### src/rtl/qam_pkg.sv
// Shared constants, state type and the Gray slicer for the
// coherent 16-QAM demodulator.
package qam_pkg;

    localparam int SPS_DEF      = 32;
    localparam int LOG2_SPS_DEF = 5;

    localparam logic [1:0] G_NEG3 = 2'b00;
    localparam logic [1:0] G_NEG1 = 2'b01;
    localparam logic [1:0] G_POS1 = 2'b11;
    localparam logic [1:0] G_POS3 = 2'b10;

    typedef enum logic {IDLE, RUN} state_e;

    function automatic int acc_width(input int log2_sps);
        return 16 + log2_sps;
    endfunction

    // Outer/inner decision on one axis of the integrated symbol.
    function automatic logic [1:0] slice(
        input logic signed [31:0] acc,
        input int                 thr
    );
        if (acc >= thr) begin
            return G_POS3;
        end else if (acc >= 0) begin
            return G_POS1;
        end else if (acc >= -thr) begin
            return G_NEG1;
        end else begin
            return G_NEG3;
        end
    endfunction

endpackage

### src/rtl/qam_ref_lut.sv
// Local cos/sin carrier references, one period over SPS phases,
// derived from a 64-phase quarter-wave table.
module qam_ref_lut
    import qam_pkg::*;
#(
    parameter int SPS = SPS_DEF
) (
    input  logic [$clog2(SPS)-1:0] k,
    output logic signed [7:0]      cos_o,
    output logic signed [7:0]      sin_o
);

    localparam int SHIFT = 6 - $clog2(SPS);

    logic [5:0] ph_sin;
    logic [5:0] ph_cos;

    // round(127*sin(2*pi*i/64)) for i = 0..16
    function automatic logic signed [7:0] qtab(input logic [4:0] i);
        case (i)
            5'd0:    return 8'sd0;
            5'd1:    return 8'sd12;
            5'd2:    return 8'sd25;
            5'd3:    return 8'sd37;
            5'd4:    return 8'sd49;
            5'd5:    return 8'sd60;
            5'd6:    return 8'sd71;
            5'd7:    return 8'sd81;
            5'd8:    return 8'sd90;
            5'd9:    return 8'sd98;
            5'd10:   return 8'sd106;
            5'd11:   return 8'sd112;
            5'd12:   return 8'sd117;
            5'd13:   return 8'sd122;
            5'd14:   return 8'sd125;
            5'd15:   return 8'sd126;
            default: return 8'sd127;
        endcase
    endfunction

    function automatic logic signed [7:0] fsin(input logic [5:0] p);
        logic [4:0] r;
        r = {1'b0, p[3:0]};
        case (p[5:4])
            2'd0:    return qtab(r);
            2'd1:    return qtab(5'd16 - r);
            2'd2:    return -qtab(r);
            default: return -qtab(5'd16 - r);
        endcase
    endfunction

    always_comb begin
        ph_sin = 6'(k) << SHIFT;
        ph_cos = ph_sin + 6'd16;
        sin_o  = fsin(ph_sin);
        cos_o  = fsin(ph_cos);
    end

endmodule

### src/rtl/qam16_coherent_demod.sv
// Integrate-and-dump coherent 16-QAM demodulator with sync-driven
// symbol alignment and Gray-coded slicing.
module qam16_coherent_demod
    import qam_pkg::*;
#(
    parameter int SPS      = SPS_DEF,
    parameter int LOG2_SPS = LOG2_SPS_DEF,
    parameter int ACC_W    = acc_width(LOG2_SPS),
    parameter int THRESH   = 113792
) (
    input  logic                    Clk,
    input  logic                    reset,
    input  logic signed [7:0]       data_in,
    input  logic                    in_valid,
    input  logic                    sync,
    output logic [3:0]              sym_out,
    output logic                    sym_valid,
    output logic signed [ACC_W-1:0] i_acc,
    output logic signed [ACC_W-1:0] q_acc,
    output logic                    locked,
    output logic                    slip
);

    state_e                  state_q, state_d;
    logic [LOG2_SPS-1:0]     k_q, k_d, k_idx;
    logic signed [ACC_W-1:0] acc_i_q, acc_i_d;
    logic signed [ACC_W-1:0] acc_q_q, acc_q_d;
    logic signed [ACC_W-1:0] i_acc_q, i_acc_d;
    logic signed [ACC_W-1:0] q_acc_q, q_acc_d;
    logic [3:0]              sym_out_q, sym_out_d;
    logic                    sym_valid_q, sym_valid_d;
    logic                    locked_q, locked_d;
    logic                    slip_q, slip_d;

    logic signed [7:0]       cos_r, sin_r;
    logic signed [15:0]      prod_i, prod_q;
    logic signed [ACC_W-1:0] ext_i, ext_q, sum_i, sum_q;
    logic signed [31:0]      wide_i, wide_q;

    // A synced sample is always phase 0, whatever k currently holds.
    assign k_idx = (in_valid && sync) ? '0 : k_q;

    qam_ref_lut #(.SPS(SPS)) u_lut (
        .k     (k_idx),
        .cos_o (cos_r),
        .sin_o (sin_r)
    );

    always_comb begin
        prod_i = data_in * cos_r;
        prod_q = data_in * sin_r;
        ext_i  = {{(ACC_W-16){prod_i[15]}}, prod_i};
        ext_q  = {{(ACC_W-16){prod_q[15]}}, prod_q};
        sum_i  = acc_i_q + ext_i;
        sum_q  = acc_q_q + ext_q;
        wide_i = {{(32-ACC_W){sum_i[ACC_W-1]}}, sum_i};
        wide_q = {{(32-ACC_W){sum_q[ACC_W-1]}}, sum_q};

        state_d     = state_q;
        k_d         = k_q;
        acc_i_d     = acc_i_q;
        acc_q_d     = acc_q_q;
        i_acc_d     = i_acc_q;
        q_acc_d     = q_acc_q;
        sym_out_d   = sym_out_q;
        sym_valid_d = 1'b0;
        locked_d    = locked_q;
        slip_d      = 1'b0;

        case (state_q)
            IDLE: begin
                if (in_valid && sync) begin
                    acc_i_d  = ext_i;
                    acc_q_d  = ext_q;
                    k_d      = LOG2_SPS'(1);
                    locked_d = 1'b1;
                    state_d  = RUN;
                end
            end
            RUN: begin
                if (in_valid && sync) begin
                    acc_i_d = ext_i;
                    acc_q_d = ext_q;
                    k_d     = LOG2_SPS'(1);
                    slip_d  = (k_q != '0);
                end else if (in_valid) begin
                    if (k_q == LOG2_SPS'(SPS-1)) begin
                        sym_valid_d = 1'b1;
                        i_acc_d     = sum_i;
                        q_acc_d     = sum_q;
                        sym_out_d   = {slice(wide_i, THRESH),
                                       slice(wide_q, THRESH)};
                        acc_i_d     = '0;
                        acc_q_d     = '0;
                        k_d         = '0;
                    end else begin
                        acc_i_d = sum_i;
                        acc_q_d = sum_q;
                        k_d     = k_q + LOG2_SPS'(1);
                    end
                end
            end
            default: state_d = IDLE;
        endcase
    end

    always_ff @(posedge Clk or negedge reset) begin
        if (!reset) begin
            state_q     <= IDLE;
            k_q         <= '0;
            acc_i_q     <= '0;
            acc_q_q     <= '0;
            i_acc_q     <= '0;
            q_acc_q     <= '0;
            sym_out_q   <= '0;
            sym_valid_q <= 1'b0;
            locked_q    <= 1'b0;
            slip_q      <= 1'b0;
        end else begin
            state_q     <= state_d;
            k_q         <= k_d;
            acc_i_q     <= acc_i_d;
            acc_q_q     <= acc_q_d;
            i_acc_q     <= i_acc_d;
            q_acc_q     <= q_acc_d;
            sym_out_q   <= sym_out_d;
            sym_valid_q <= sym_valid_d;
            locked_q    <= locked_d;
            slip_q      <= slip_d;
        end
    end

    assign sym_out   = sym_out_q;
    assign sym_valid = sym_valid_q;
    assign i_acc     = i_acc_q;
    assign q_acc     = q_acc_q;
    assign locked    = locked_q;
    assign slip      = slip_q;

endmodule

### config.mk
export PLATFORM = sky130hd
export DESIGN_NAME = qam16_coherent_demod
export DESIGN_NICKNAME = d
export VERILOG_FILES = /design/src/rtl/qam_pkg.sv /design/src/rtl/qam_ref_lut.sv /design/src/rtl/qam16_coherent_demod.sv
export SDC_FILE = /design/constraint.sdc
export NUM_CORES = 1
export LEC_CHECK = 0
export CORE_MARGIN = 2
export CORE_UTILIZATION = 35
export DETAILED_ROUTE_END_ITERATION = 8
export HOLD_SLACK_MARGIN = 0.08
export PLACE_DENSITY = 0.49
export SLEW_MARGIN = 20
export SYNTH_ARGS = -nofsm -noshare
export SYNTH_HDL_FRONTEND = slang
export SYNTH_SLANG_ARGS = --single-unit
### constraint.sdc
create_clock -name Clk -period 16.6 [get_ports Clk]
set_input_delay 3.32 -clock Clk [delete_from_list [all_inputs] [get_ports Clk]]
set_output_delay 3.32 -clock Clk [all_outputs]
set_load 0.05 [all_outputs]
==> flow_summary.yaml <==
logic_synthesis:
  synth_xor_area_share_pct: 5.95
  synth_top_family_by_area: "adder cells"
  netlist_instances: 1430
  synth_adder_area_share_pct: 30.8
  synthSimpleGateAreaFrac_pct: 18.9
  ys.flop_type: "dfrtp_1"
  synth_fp_nets: 1670
  ys_ff_latch: 97
  yosysWarnings: 0
  synth_edf_count: 0
  muxShareOfSynthArea_pct: 0.604
  syn_area_sq_um: 12000
  syn_area_per_cell_sq_um: 8.40
  synth-compound-area-share_pct: 16.0
  synth-async-reset-ratio_pct: 100
  ys_types: 74
  ys_seq_area_share_pct: 20.2
grt:
  grt_pass1_vias: 9695
  gr-total-overflow: 0
  grt_max_degree: 75
  antenna_found_initial: 0
  grt.total_usage_pct: 17.5
  grt_pass1_wl_microns: 50700
clocking:
  clock_latency_ns: 0.36
  cts.sinks: 97
  cts-hold-fix-buffers: 0
  cts_tree: "yes"
  cts_buffer_depth: 2
  cts_buffers: 9
  cts_resized: 0
  cts_root_buffer: "clkbuf_16"
  htree_num_levels: 3
  postCtsSetupRepairBufs: 0
  clkTransAtPathRegs_ns: 0.07
sta:
  tightest_slew_ns: 0.981
  finalHoldViolCount: 0
  slew_viol_final: 0
  rsz0062_at_grt: "false"
  setup_viol: 0
  timing.final.crit_period_ns: 13.85
  slew_headroom_pct: 34.6
  period_share_pct: 83.4
  tns_ns: 0
  fin_skew_ns: 0.00708
  fmax_ghz: 0.0722
floorplanning:
  dieHeight_microns: 189
  core-area_sq_um: 33600
  core.rowCount: 67
  io_pins: 61
  die_w_microns: 189
  dieArea_sq_um: 35800
  initial_core_util_pct: 35.7
setup_path:
  crit_type: "input port to register"
  reg2reg_slack_ns: 6.48
  start_kind: "input port"
  endpoint_kind: "register"
  rr_worst_depth: 39
  reg2reg_from: "k_q[0]"
  cp_common_cell: "a21oi_1"
  worstReg2RegEnd: "sym_out[0]"
  cpPeakStageDelay_ns: 0.66
  worstPathArrival_ns: 14.12
  worstPathMaxFanout: 22
  critPathSlowestCell: "clkdlybuf4s50_1"
  required_ns: 16.88
route:
  dr.pass1.iters: 5
  wirelength_microns: 30700
  avgViaCountPerCell: 5.10
  first_iter_violations: 556
  postRouteAntennaNets: 0
  vias: 9728
  avgRoutedWirePerCell_microns: 16.1
  drc_errors: 0
worst_hold_path:
  min_path_cells: 2
  hold_start: "q_acc[7]"
  min_path_type: "register to register"
  min_to: "q_acc[7]"
final_layout:
  area_growth_pct: 11.0
  drive_above_1_share_pct: 3.83
  final_cells: 1909
  final_net_count: 1697
  fill_cells: 3438
  diodes: 0
status:
  outcome: "finished, final reports clean"
job:
  cap_violations: 0
place:
  dpl.cell_count: 1894
  port_buffers: 60
  hpwl_microns: 24000
  gp_congestion: 0.815
[metrics by stage]
step	util, %	hold slack, ns	setup slack [ns]	cell area, sq um
6_report	39.6	0.473	2.75	13300
3_3_place_gp	38.8	0.459	2.68	13000
5_1_grt	39.6	0.491	1.94	13300
3_5_place_dp	38.8	0.461	2.38	13000
4_1_cts	39.6	0.479	2.69	13300
2_1_floorplan	-	0.456	4.13	12000
[flip-flops by register name (all words and copies together), names as in the netlist]
name / flops
acc_i_q: 21
acc_q_q: 21
i_acc: 21
q_acc: 21
k_q: 5
sym_out: 4
locked: 1
slip: 1
state_q: 1
sym_valid: 1
[how the worst max path moves through the flow]
stage | slack [ns] | from | endpoint | cells after the start
floorplan | 4.13 | in_valid | sym_out[0] | 44
global placement | 2.68 | sync | sym_out[0] | 40
detailed placement | 2.38 | sync | sym_out[0] | 39
CTS | 2.69 | sync | sym_out[0] | 39
global route | 1.94 | sync | sym_out[0] | 39
finish | 2.75 | sync | sym_out[0] | 41
[synth_stat cells (4+ instances only)]
cell      count  area, sq um
fa_1        112         2240
nand4_1       4         25.0
a21bo_2       4         40.0
o22a_1        8         70.1
o21a_1       10         75.1
a221oi_1     18          158
nor2_1      133          499
xor2_1       28          245
or2_2         8         50.1
nand2b_1     10         62.6
nand2_1     179          672
o21bai_1      9         67.6
a211oi_1      8         60.1
a22oi_1       7         52.6
a31oi_1       8         50.1
nor2b_1      37          231
nor3_1       22          110
ha_1        116         1450
or3_1         6         37.5
and3_1        8         50.1
mux2i_1       5         50.1
o21ai_0      61          305
nand3_1      15         75.1
a21oi_1      69          345
inv_1       189          709
and2_1       58          363
a21o_1       19          143
o22ai_1       7         43.8
clkbuf_1     47          176
o211ai_1     11         82.6
dfrtp_1      97         2430
xnor2_1      51          447
[cell families (layout without fill, tap and decap cells)]
family,Yosys count,count (layout)
AND/OR/NAND/NOR,491,491
AO/OA/AOI/OAI,285,285
buffers and inverters,243,274
adder cells (fa/ha/maj),228,228
flip-flops,97,97
XOR/XNOR,80,80
multiplexers,6,6
[per-layer routing]
metal / vias to the layer above / track usage, % / wire length [microns]
met5: - / 0 / 0
met4: 0 / 2.98 / 364
met3: 22 / 2.06 / 510
met2: 93 / 30.3 / 15200
met1: 4854 / 23.9 / 14600
li1: 4759 / - / -
[worst max-delay path: cells and delay by family]
family / cells / cell delay (ns)
AOI/OAI and AO/OA: 18 / 3.57
xor gates and xnor gates: 3 / 0.71
adders and majority gates: 8 / 3.34
buffers and inverters: 4 / 0.80
and+or+nand+nor: 8 / 2.37
[cells in the final DEF (no fill, tap or decap), drive strengths merged, types with 5 or more instances in the layout]
cell type,n
a21o,20
or2,10
nand4,5
a21oi,70
a31oi,8
o21ai,65
o22a,8
and2,58
nand2,179
xor2,28
clkbuf,9
fa,112
clkdlybuf4s50,59
and3,8
or3,6
nor2,134
a221oi,18
o21bai,9
xnor2,51
o22ai,7
nor2b,37
nand2b,10
o21a,10
mux2i,5
nand3,15
nor3,22
a211oi,11
ha,116
dfrtp,97
a22oi,7
inv,190
buf,10
o211ai,11
[layout make-up]
class                      instances  area [sq um]  share of cell area (%)
inverter                         190           713                    5.35
clock inverter                     6          43.8                   0.329
timing repair buffer              69           669                    5.02
sequential                        97          2430                    18.2
clock buffer                       9           225                    1.69
multi-input combinational       1090          8680                    65.2
tap                              448           561                    4.21
Power is not shown: default switching activity piles up to over one toggle a cycle in this logic, so the estimate is an artifact.
